`src/rtl/ticker_pkg.sv`:
```
// Shared constants and types for the ticker scroller.
// The optional TICKER_PAUSE_EN build only adds a top-level input, so nothing here depends on it.
package ticker_pkg;
  localparam int CODE_W = 4;
  localparam int DIGITS = 8;
  localparam logic [DIGITS-1:0] ENABLE_RST = 8'b1111_1110;

  typedef enum logic {
    IDLE    = 1'b0,
    PENDING = 1'b1
  } buf_state_t;
endpackage

```
`src/rtl/ticker_tick_gen.sv`:
```
// Free-running divider.
// It raises a one-cycle tick on the last count of every DIV-cycle period.
module ticker_tick_gen #(
  parameter int DIV = 2
) (
  input  logic clk,
  input  logic rst,
  output logic tick
);
  localparam int CW = (DIV > 1) ? $clog2(DIV) : 1;

  logic [CW-1:0] cnt_q, cnt_d;

  always_comb begin
    tick  = (cnt_q == CW'(DIV - 1));
    cnt_d = tick ? '0 : cnt_q + CW'(1);
  end

  always_ff @(posedge clk) begin
    if (rst) cnt_q <= '0;
    else     cnt_q <= cnt_d;
  end
endmodule

```
`src/rtl/ticker_scroller.sv`:
```
// Double-buffered scrolling message feeder for an 8-digit multiplexed 7-segment display.
// Define TICKER_PAUSE_EN to add a pause input that freezes scrolling.
module ticker_scroller
  import ticker_pkg::*;
#(
  parameter int MSG_LEN     = 16,
  parameter int SCROLL_DIV  = 25_000_000,
  parameter int REFRESH_DIV = 100_000,
  localparam int AW         = $clog2(MSG_LEN)
) (
  input  logic              clk,
  input  logic              rst,
  input  logic              up,
  input  logic              wr_en,
  input  logic [AW-1:0]     wr_addr,
  input  logic [CODE_W-1:0] wr_data,
  input  logic              commit,
  output logic              wr_ready,
  output logic [CODE_W-1:0] digit_code,
  output logic [DIGITS-1:0] enable,
  output logic [AW-1:0]     scroll_pos
`ifdef TICKER_PAUSE_EN
  ,
  input  logic              pause
`endif
);
  localparam int IW = $clog2(DIGITS);

  logic scroll_tick, refresh_tick, pause_on;

  buf_state_t state_q, state_d;
  logic [AW-1:0]     offset_q, offset_d;
  logic [IW-1:0]     idx_q, idx_d;
  logic [DIGITS-1:0] enable_q, enable_d;
  logic [CODE_W-1:0] digit_code_q, digit_code_d;
  logic [CODE_W-1:0] shadow_q [MSG_LEN];
  logic [CODE_W-1:0] shadow_d [MSG_LEN];
  logic [CODE_W-1:0] active_q [MSG_LEN];
  logic [CODE_W-1:0] active_d [MSG_LEN];

`ifdef TICKER_PAUSE_EN
  assign pause_on = pause;
`else
  assign pause_on = 1'b0;
`endif

  ticker_tick_gen #(.DIV(SCROLL_DIV)) u_scroll_tick (
    .clk (clk),
    .rst (rst),
    .tick(scroll_tick)
  );

  ticker_tick_gen #(.DIV(REFRESH_DIV)) u_refresh_tick (
    .clk (clk),
    .rst (rst),
    .tick(refresh_tick)
  );

  always_ff @(posedge clk) begin
    if (rst) state_q <= IDLE;
    else     state_q <= state_d;
  end

  always_comb begin
    state_d = state_q;
    case (state_q)
      IDLE:    if (commit)      state_d = PENDING;
      PENDING: if (scroll_tick) state_d = IDLE;
      default:                  state_d = IDLE;
    endcase
  end

  always_comb begin
    wr_ready = (state_q == IDLE);
  end

  always_comb begin
    shadow_d     = shadow_q;
    active_d     = active_q;
    offset_d     = offset_q;
    idx_d        = idx_q;
    enable_d     = enable_q;
    digit_code_d = digit_code_q;

    if (wr_ready && wr_en) shadow_d[wr_addr] = wr_data;

    // A completing commit rewinds the window instead of stepping it, even while paused.
    if (state_q == PENDING && scroll_tick) begin
      active_d = shadow_q;
      offset_d = '0;
    end else if (scroll_tick && !pause_on) begin
      offset_d = up ? offset_q + AW'(1) : offset_q - AW'(1);
    end

    // The refresh reads the pre-update window, so a simultaneous step shows on the next slot.
    if (refresh_tick) begin
      idx_d        = idx_q + IW'(1);
      enable_d     = ~(DIGITS'(1) << idx_d);
      digit_code_d = active_q[offset_q + AW'(idx_d)];
    end
  end

  always_ff @(posedge clk) begin
    if (rst) begin
      shadow_q     <= '{default: '0};
      active_q     <= '{default: '0};
      offset_q     <= '0;
      idx_q        <= '0;
      enable_q     <= ENABLE_RST;
      digit_code_q <= '0;
    end else begin
      shadow_q     <= shadow_d;
      active_q     <= active_d;
      offset_q     <= offset_d;
      idx_q        <= idx_d;
      enable_q     <= enable_d;
      digit_code_q <= digit_code_d;
    end
  end

  assign enable     = enable_q;
  assign digit_code = digit_code_q;
  assign scroll_pos = offset_q;
endmodule
```
`config.mk`:
```
export PLATFORM = sky130hd
export DESIGN_NAME = ticker_scroller
export DESIGN_NICKNAME = d
export VERILOG_FILES = /design/src/rtl/ticker_pkg.sv /design/src/rtl/ticker_tick_gen.sv /design/src/rtl/ticker_scroller.sv
export SDC_FILE = /design/constraint.sdc
export NUM_CORES = 1
export LEC_CHECK = 0
export BUFFER_PORTS_ARGS = -buffer_cell sky130_fd_sc_hd__clkbuf_2
export CORE_UTILIZATION = 32
export CTS_CLUSTER_DIAMETER = 80
export DETAILED_ROUTE_END_ITERATION = 10
export REMOVE_ABC_BUFFERS = 1
export SYNTH_ARGS = -nofsm -noshare
export SYNTH_HDL_FRONTEND = slang
export SYNTH_HIERARCHICAL = 1
export SYNTH_SLANG_ARGS = --single-unit
```
`constraint.sdc`:
```
create_clock -name clk -period 2.9 [get_ports clk]
set_clock_uncertainty 0.1 [all_clocks]
set_input_delay 0.58 -clock clk [delete_from_list [all_inputs] [get_ports clk]]
set_output_delay 0.58 -clock clk [all_outputs]
set_load 0.01 [all_outputs]
```
==> results.md, run 1 <==
- The run finished with clean final reports.
- The die is approximately 160 um wide.
- The floorplan die area is ~26000 um2.
- For this block, the initial DRC count from the detailed router was slightly below 500.
- The effective utilization at floorplan is about a third.
- Setup violations remaining at the end of the flow were counted as 0.
- Walking the worst path, the cells encountered are inv_1 > ha_1 > inv_1 > fa_1 > buf_12 > mux4_1 > mux2i_1 > o221ai_1.
- The overall track demand over capacity in global routing is between 10% and 20%.
- Synthesis produced 912 cells.
- The portion of the clock cycle consumed by the worst path in the final layout is around 97%.
- Before antenna repair, the detailed router went through 4 iterations.
- The critical path is of the reg -> reg type.
- Yosys printed 6 warnings.
- Setup repair after global routing left no endpoint under its margin.
- The number of sinks driven by the clock tree is 190.
- Among all flip-flop cells after synthesis, the most frequent one is dfxtp_1.
- For the worst setup path, the data required time is slightly above 3 ns.
- The kind of path behind the tightest hold check is in -> reg.
- The number of failing hold endpoints at the final stage is 0.
- The total I/O pin count is 30.
- The transition time of the tightest slew-check pin is slightly above 0.7 ns.
- The number of pins with negative max-slew slack in the final report is 0.
- The post-synthesis to final-layout area growth is 12.2%.
- The tool flagged a number of max-cap violations equal to 0.
- Of all nets on the critical path, the largest fanout is 16.
- The portion of the post-synthesis area used by sequential elements is a little under half.
- The floorplan has 57 rows.
- The via count is 6286.
- The height of the die is ~160 um.
- The largest net degree at the start of global routing is between 100 and 150.
- The upper clock frequency limit is ~360 MHz.
- In this run the static leakage power is 3.26 nW.
- The per-cell routed wire length is ~15 um.
- The average instance in the mapped netlist occupies slightly below 9 um2.
- For this run the aggregate overflow at the end of global routing stands at 0.
- The routed design has roughly 19000 um of wire.
- On the critical path the largest part of the delay comes from adder cells.
- The slowest library cell on the worst path is mux4_1.
- Total power for the finished layout comes to a little over 5 mW.
- The post-route netlist has between 10% and 20% of its cells at a drive strength greater than 1.
- Counting the buffers created by CTS gives 17.
- The standard cell core area is between 20000 and 25000 um2.
- Post-CTS repair changed the size of 0 cells.
- The netlist uses ~50 different library cells.
- The via count of the first global-routing pass is around 5900.
- The cell total after placement is 1219.
- The maximum buffer depth of the clock tree is 2.
- TritonCTS built the clock tree.
- The ratio of total power to cell area is approximately 560 nW/um2.
- The cell seen most often among critical-path stages is inv_1.
- For this run, asynchronously set or reset flops after synthesis account for 0%.
- The number of H-tree levels is 4.
- The number of enable-type register cells in the synthesized netlist is 0.
- The biggest cell delay along the critical path is ~0.57 ns.
- The final cell count without fillers is 1250.
- Summed over all nets, the half-perimeter wirelength after detailed placement is 12400 um.
- The end-of-flow core utilization is between 30% and 40%.
- For this run, design rule violations remaining after detail routing come to 0.
- The first-pass GRT wire length is 31400 um.
- The number of setup buffers added after CTS is 0.
- The detail route stage leaves a number of antenna-violating nets equal to 0.
- The number of hold buffers added after CTS was 0.
- After the last flow step, the layout net total stands at 941.
- The clock network latency to the later pin of the worst-skew pair is 0.43 ns.
- Clock tree synthesis selected as its root buffer the cell clkbuf_16.
- The mapped netlist covers between 8000 and 9000 um2.
- In this run, synthesis produced a sequential element count of 190.
- The antenna cell count is 0.
- Data arrives at the worst endpoint at around 3.0 ns.
- The clock-pin slew reported for the worst setup and hold paths after clock tree synthesis is around 0.070 ns.
- The worst voltage drop across the vdd grid is about 0.00037 V.
- The placer congestion estimate is 0.754.
- The kind of start point of the critical path is a flop.
- The routed design could run at a clock period as short as around 2.8 ns.
- Together, buffers and inverters on the worst path number 3.
- The average vias per placed instance is 5.03.
- The number of antenna violations at the first check in global routing is 1.
- The worst setup path is captured at a flop.
- The number of buffers inserted by port buffering is 29.
- Headroom to the max-slew limit came out at about 52%.
[cell usage after synthesis, drive strengths merged, types with 2 or more instances]
cell	n	share of area [%]
inv	13	0.60
nor4	6	0.46
mux2i	47	5.8
nor3	7	0.43
nand2	195	9.0
dfxtp	190	47
and2	2	0.15
and4bb	2	0.31
xnor2	15	1.6
or4	8	0.78
a21oi	111	6.8
nor2	77	3.6
nor2b	6	0.46
and4	7	0.77
clkbuf	40	1.9
buf	24	2.1
o21ai	6	0.37
nor4b	2	0.40
o31ai	7	0.65
xor2	16	1.7
and3	7	0.54
nand2b	9	0.69
mux4	16	4.7
o221ai	4	0.43
nand4	16	1.6
nand3	42	2.7
or3	7	0.54
o22ai	8	0.62
fa	2	0.49
ha	12	1.8
a21o	2	0.18
[flip-flops by register name, summed over array words and instances (netlist names)]
register / count
state_q: 1
scroll_pos: 4
active_q: 64
shadow_q: 64
idx_q: 3
u_refresh_tick/cnt_q: 17
u_scroll_tick/cnt_q: 25
enable: 8
digit_code: 4
[metal layers]
| layer | global-route usage, % | up-vias | share of wire [%] |
|---|---|---|---|
| met3 | 3.39 | 20 | 4.2 |
| met2 | 23.4 | 116 | 44 |
| met4 | 4.03 | 2 | 1.2 |
| met5 | 0 | - | 0.058 |
| li1 | - | 3141 | - |
| met1 | 21.3 | 3007 | 51 |
[logic make-up after synthesis]
logic type               share of synthesized area [%]
adder cells (fa/ha/maj)                           2.34
buffers and inverters                             4.57
flip-flops                                        46.7
XOR/XNOR                                          3.34
multiplexers                                      10.4
AND/OR/NAND/NOR                                   22.8
AO/OA/AOI/OAI                                     9.75
[power by group]
group	internal [mW]	total, mW	switching (mW)
combinational	0.0457	0.160	0.114
clock	1.30	2.29	0.998
sequential	2.63	2.64	0.0157
total	3.97	5.10	1.13
[layout by cell type, fill, tap and decap left out, drive strengths merged, types with 2 or more instances in the layout]
master	count
nand4	16
clkbuf	51
nor4	6
o21ai	6
mux2i	47
a21oi	111
nand2	195
inv	13
clkinvlp	4
buf	19
o31ai	7
nand3	42
ha	12
or4	8
nand2b	9
clkinv	3
dfxtp	190
nor2b	6
nor4b	2
mux4	16
and3	7
o22ai	8
o221ai	4
and2	2
xor2	16
xnor2	15
nor3	7
and4bb	2
fa	2
nor2	77
and4	7
or3	7
a21o	2
[worst register-to-register path, cell delays in order (launching register included)]
cell      delay [ns]
dfxtp_1         0.43
inv_1           0.12
ha_1            0.34
inv_1           0.07
fa_1            0.56
buf_12          0.18
mux4_1          0.58
mux2i_1         0.17
o221ai_1        0.12
[per-stage QoR]
stage / worst slack [ns] / setup TNS, ns / hold WS (ns) / instance area, um2
2_1_floorplan: -0.289 / -18.81 / 0.325 / 7810
3_3_place_gp: 0.198 / 0 / 0.338 / 8550
3_5_place_dp: 0.121 / 0 / 0.343 / 8550
4_1_cts: 0.0968 / 0 / 0.292 / 9130
5_1_grt: 0.000886 / 0 / 0.305 / 9130
6_report: 0.0991 / 0 / 0.297 / 9130
[path summary, 6_finish.rpt]
kind,startpoint,to,slack (ns),depth (start not counted)
max reg2reg,idx_q[0],digit_code[2],0.1,8
max,idx_q[0],digit_code[2],0.1,8
min reg2reg,shadow_q[17],active_q[17],0.34,2
min,commit,state_q,0.30,3
[final cells by class]
class | count | area, um2
timing repair buffer | 47 | 320
tap | 324 | 405
clock buffer | 23 | 498
clock inverter | 8 | 82.6
fill | 2515 | 15500
inverter | 13 | 48.8
sequential | 190 | 3800
multi-input combinational | 645 | 3970
(Power assumes the default switching activity.)
==> inputs of run 2 (changes only) <==
--- a/config.mk
+++ b/config.mk
@@ -10,6 +10,7 @@
 export CTS_CLUSTER_DIAMETER = 80
 export DETAILED_ROUTE_END_ITERATION = 10
 export REMOVE_ABC_BUFFERS = 1
+export SETUP_SLACK_MARGIN = 0.1
 export SYNTH_ARGS = -nofsm -noshare
 export SYNTH_HDL_FRONTEND = slang
 export SYNTH_HIERARCHICAL = 1
==> results.md, run 2 (synthesized netlist as in run 1, its figures left out) <==
- The run finished with clean final reports.
- The number of failing hold endpoints at the final stage came to 0.
- The post-synthesis to final-layout area growth is 12.6%.
- After layout, the worst path uses 93.3% of the clock period.
- The hold path startpoint is commit.
- The worst setup path category is reg -> reg.
- The height of the die is ~160 um.
- The worst-path maximum fanout is 8.
- The layout cell share with drive strength beyond 1 is a little under an eighth.
- The final instance area is approximately 9200 um2.
- The startpoint of the worst register-to-register path is idx_q[0].
- Entering global routing, the biggest net connects a little over 100 pins.
- The number of nets with antenna violations after detailed routing is 0.
- The cell sitting at the root of the clock tree is a clkbuf_16.
- The path class of the tightest hold or removal check is in -> reg.
- The number of nets in the layout is around 940.
- At the worst endpoint, the arrival time is 2.89 ns.
- STA classifies the critical path endpoint as a flop.
- The number of setup buffers added after CTS is 0.
- The first global-routing pass estimated around 31000 um of wire.
- The number of antenna diodes in the final layout is 0.
- The worst voltage drop across the vdd grid is between 0.0003 and 0.0004 V.
- The number of H-tree levels is 4.
- The number of antenna violations at the first check in global routing is 1.
- Across all register-to-register paths, the minimum setup slack is approximately 0.20 ns.
- The wire length on met2 is approximately 8500 um.
- The overall track demand over capacity in global routing is between 10% and 20%.
- The kind of start point of the critical path is a flop.
- The clock network latency to the later pin of the worst-skew pair is approximately 0.43 ns.
- Detailed placement finished with a half-perimeter wire length of 12400 um.
- In this run, CTS created clock tree buffers numbering 17.
- Once the floorplan was initialized, standard cells occupied 33.1% of the core.
- The placer congestion estimate is approximately 0.75.
- The top cell types in the final layout, fill and taps aside, are nand2_1, dfxtp_1, a21oi_1.
- The via count of the first global-routing pass was just under 6000.
- The transition time of the tightest slew-check pin is approximately 0.72 ns.
- The die covers roughly 26000 um2.
- The standard cell core area is ~25000 um2.
- The tightest hold path in the finished design has a slack of 0.296 ns.
- The worst path in the final design needs a cycle of 2.70 ns, including I/O delays and setup.
- Dividing the detail-routed via count by the number of cells gives 5.05.
- For this design the top-level I/O count stands at 30.
- The worst register-to-register path ends at digit_code[0].
- Summed over all layers, the global routing overflow is 0.
- The hold-critical path endpoint is state_q.
- TritonCTS built the clock tree.
- For this run, design rule violations remaining after detail routing come to 0.
- After floorplanning, the core was divided into 57 placement rows.
- Headroom to the max-slew limit came out at 51.7%.
- At the worst endpoint, the required time is 3.09 ns.
- The die width is 161 um.
- The setup TNS is 0 ns.
- For this design, the CTS-stage hold fixing added 0 buffers.
- In the final routing, the length of wire on met1 measures 9790 um.
- Across all layers, the routed design uses 6323 vias.
- The largest registers in the layout are active_q (64), shadow_q (64), u_scroll_tick/cnt_q (25).
- Counting instances, the worst hold path has a depth of 3.
- The number of pins with negative max-slew slack in the final report is 0.
- The wire length on met3 is approximately 800 um.
- Static timing analysis puts the maximum clock frequency at around 370 MHz.
- Setup violations remaining at the end of the flow were counted as 0.
- The clock drives 190 sinks.
- The per-cell routed wire length is approximately 15 um.
- Setup repair after global routing left no endpoint under its margin.
- The first detailed-routing pass ran for 5 iterations.
- The final wirelength is slightly below 20000 um.
- In this run the top signal layer used is met5.
- The library cell used most frequently in the layout, excluding fill and tap cells, is nand2_1.
- Max-cap violations in this run came to 0.
- The instance area after placement is approximately 8500 um2.
- The number of buffers inserted by port buffering is 29.
- The number of DRC violations after detailed-routing iteration 0 is roughly 440.
- After clock tree synthesis, the clock-pin slew on the worst setup and hold paths is ~0.07 ns.
- For the worst flop-to-flop path, the logic depth is 8.
- The maximum buffer depth of the clock tree is 2.
- The ratio of total power to cell area is between 500 and 600 nW/um2.
- Summed over all cells, the static leakage comes to 3.27 nW.
run 2: cell count changes in the layout (fill, tap and decap cells not counted), sizes merged:
| cell | change |
|---|---|
| clkbuf | +1 |
run 2: area by class of cell:
type / instances / area, um2
clock buffer: 23 / 498
clock inverter: 8 / 82.6
fill: 2511 / 15400
inverter: 13 / 48.8
multi-input combinational: 645 / 3970
sequential: 190 / 3810
tap: 324 / 405
timing repair buffer: 48 / 345
run 2: worst max-delay path, cell delays in order (launching register included):
cell and delay, ns:
dfxtp_4 0.38, inv_1 0.08, ha_1 0.33, inv_1 0.06
fa_2 0.61, buf_12 0.16, mux4_1 0.55, mux2i_1 0.16
o221ai_1 0.14
run 2: how the worst max path moves through the flow:
| stage | depth (start not counted) | slack, ns | startpoint | endpoint |
|---|---|---|---|---|
| floorplan | 8 | -0.29 | u_scroll_tick/cnt_q[0] | active_q[0] |
| global placement | 8 | 0.20 | idx_q[0] | digit_code[2] |
| detailed placement | 8 | 0.12 | idx_q[0] | digit_code[2] |
| CTS | 8 | 0.17 | idx_q[1] | digit_code[2] |
| global route | 8 | 0.11 | idx_q[0] | digit_code[3] |
| finish | 8 | 0.20 | idx_q[0] | digit_code[0] |
run 2: layer usage:
layer  global-route usage, %  vias to the layer above
li1                        -                     3143
met5                       0                        -
met1                    21.3                     3052
met3                    3.39                       20
met4                    4.03                        2
met2                    23.5                      106
run 2: power breakdown:
| part | leakage, nW | switching [mW] | internal (mW) |
|---|---|---|---|
| Sequential | 1.53 | 0.0157 | 2.62 |
| Combinational | 1.46 | 0.115 | 0.0457 |
| Clock | 0.273 | 1.00 | 1.30 |
| Total | 3.27 | 1.13 | 3.97 |
run 2: what timing repair did:
item                       4_1_cts  5_1_grt
gates resized for setup          1        3
cloned                           0        1
pin swaps                        0        1
setup endpoints to repair        1        4
run 2: stage by stage:
stage                     instances  setup slack, ns  util, %  power (mW)
final                          1251            0.196     37.2        5.10
after global routing           1251            0.115     37.2        5.27
after CTS                      1250            0.171     37.1        5.14
after detailed placement       1219            0.121     34.7        2.86
after global placement         1219            0.198     34.7        2.86
after floorplan                 848           -0.289        -        2.76
==> inputs of run 3 (changes only) <==
--- a/config.mk
+++ b/config.mk
@@ -6,7 +6,7 @@
 export NUM_CORES = 1
 export LEC_CHECK = 0
 export BUFFER_PORTS_ARGS = -buffer_cell sky130_fd_sc_hd__clkbuf_2
-export CORE_UTILIZATION = 32
+export CORE_UTILIZATION = 44
 export CTS_CLUSTER_DIAMETER = 80
 export DETAILED_ROUTE_END_ITERATION = 10
 export REMOVE_ABC_BUFFERS = 1
==> results.md, run 3 (synthesized netlist as in run 1, its figures left out) <==
- The flow ran to the end, and the final reports show no timing, DRC or antenna violations.
- The die is roughly 140 um tall.
- The via count of the first global-routing pass is roughly 5600.
- Walking the worst path, the cells encountered are inv_1 > ha_1 > inv_1 > fa_2 > buf_12 > mux4_1 > mux2i_1 > o221ai_1.
- Once the clock tree was built, the setup fixing pass inserted 0 buffers.
- In the finished design, the share of the clock period the worst path needs comes to between 90% and 100%.
- The number of cell rows is between 40 and 50.
- The family with the most delay on the worst path is adder cells.
- The critical path endpoint category is a flop.
- Counting the fill cells in the layout gives about 1700.
- After clock tree synthesis, the repair step resized 0 gates.
- The storage element area is roughly 3800 um2.
- The buffers plus inverters on the worst setup path is 3.
- The worst hold slack is roughly 0.30 ns.
- For this design the top-level I/O count stands at 30.
- The required arrival time at the worst endpoint is slightly above 3 ns.
- The upper clock frequency limit is 377 MHz.
- Along the worst path, the maximum fanout reaches 8.
- After floorplanning, the core was sized to cover approximately 18000 um2.
- Clock tree synthesis found a total of 190 sinks.
- In the routed layout, each cell is associated on average with a via count of around 5.4.
- The clock root buffer master is clkbuf_16.
- The via count is 6214.
- On the worst path, the slowest cell contributes a delay of between 0.6 and 0.7 ns.
- The final global-route overflow total is 0.
- IR analysis of the VDD net gives a maximum drop of a little under 0.0004 V.
- The number of antenna violations at the first check in global routing is 0.
- The number of DRC violations after detailed-routing iteration 0 is about 340.
- The number of hold buffers added after cts is 0.
- By instance count, the cell type seen most on the critical path is inv_1.
- Setup repair after global routing left no endpoint under its margin.
- The first global-routing pass estimated slightly above 30000 um of wire.
- The final layout contains between 900 and 1000 nets.
- Wires add up to about 19000 um.
- The number of buffers inserted by port buffering is 29.
- The minimum clock period after layout is 2.65 ns.
- In this run the static leakage power is about 3.3 nW.
- The floorplan die area is around 19000 um2.
- From left edge to right edge, the die measures about 140 um.
- In the final layout, the share of cells above drive strength 1 is 11.9%.
- Leaving out fill and tap cells, the most frequent cells in the layout are nand2_1, dfxtp_1, a21oi_1.
- The number of pins with negative max-slew slack in the final report was 0.
- 0 antenna diodes ended up in the layout.
- For this design, the slowest cell found on the critical path is fa_2.
- Max-cap violations in this run came to 0.
- The number of nets with antenna violations after detailed routing is 0.
- The effective utilization at floorplan is a little under half.
- For the pin with the worst max-slew slack, the measured transition is approximately 0.72 ns.
- For this run, the total global-route usage over all layers was measured as around a fifth.
- Entering global routing, the biggest net connects between 70 and 80 pins.
- The post-synthesis to final-layout area growth is 11.7%.
- The clock-pin slew reported for the worst setup and hold paths after clock tree synthesis is 0.07 ns.
- The later pin in the worst-skew pair is clocked with a latency of about 0.43 ns.
- The per-cell routed wire length is around 16 um.
- The maximum buffer depth of the clock tree is 2.
- The first detailed-routing pass took 5 iterations.
- The library cell used most frequently in the layout, excluding fill and tap cells, is nand2_1.
- The worst setup path is launched from a flop.
- In the final layout, the multi-input gates occupy about 4000 um2.
- Headroom to the max-slew limit came out at between 50% and 60%.
- Dividing total power by cell area gives a power density of about 570 nW/um2.
- Before CTS, the worst setup slack after placement is about 0.15 ns.
- The sum of net half-perimeters after detailed placement is 12000 um.
- The congestion estimate from routability-driven global placement came to roughly 0.8.
- The number of failing hold endpoints at the final stage was 0.
- STA puts the critical path data arrival time at approximately 2.9 ns.
- The number of H-tree levels is 4.
- Setup violations remaining at the end of the flow were counted as 0.
- The worst-case register-to-register setup slack is roughly 0.25 ns.
- Setup slack on the critical path of the routed design comes to 0.248 ns.
- The largest registers in the layout are active_q (64), shadow_q (64), u_scroll_tick/cnt_q (25).
- The number of DRC violations after detailed routing is 0.
- The CTS tree is built.
- The min-delay analysis places its worst path in the category in -> reg.
- The clock buffer count from CTS is 17.
- The worst setup path category is reg -> reg.
[run 3: tightest hold or removal path, cell delays in order]
cell	delay, ns
clkbuf_2	0.08
mux2i_1	0.06
nor2_1	0.07
[run 3: final timing paths]
check / endpoint / cells after the start / start
worst max register to register: digit_code[2] / 8 / idx_q[1]
worst min register to register: active_q[34] / 2 / shadow_q[34]
worst min-delay path: state_q / 3 / commit
worst max-delay path: digit_code[2] / 8 / idx_q[1]
[run 3: final cells by class]
class                           count  area share, %
Timing Repair Buffer               51           4.09
Inverter                           13          0.537
Clock buffer                       21           5.18
Multi-Input combinational cell    645           43.7
Tap cell                          229           3.15
Sequential cell                   190           41.9
Clock inverter                     11           1.46
[run 3: per-layer routing]
metal	vias to the layer above	track usage (%)	wire, um
met3	15	3.95	803
met1	2923	30.6	9410
met2	132	31.0	8090
met5	-	0	0
li1	3144	-	-
met4	0	5.56	203
[run 3: where the power goes]
part	switching (mW)	internal [mW]	leakage (nW)	total (mW)
clock	1.03	1.35	0.290	2.38
sequential	0.0132	2.62	1.53	2.64
combinational	0.118	0.0482	1.48	0.166
[run 3: per-stage QoR]
| step | instances | setup TNS (ns) | utilization (%) | area [um2] | power [mW] |
|---|---|---|---|---|---|
| after floorplan | 848 | -18.81 | - | 7810 | 2.76 |
| after global placement | 1127 | 0 | 46.9 | 8450 | 2.86 |
| after detailed placement | 1127 | 0 | 46.9 | 8450 | 2.86 |
| after CTS | 1159 | 0 | 50.2 | 9050 | 5.24 |
| after global routing | 1160 | 0 | 50.4 | 9090 | 5.34 |
| final | 1160 | 0 | 50.4 | 9090 | 5.19 |
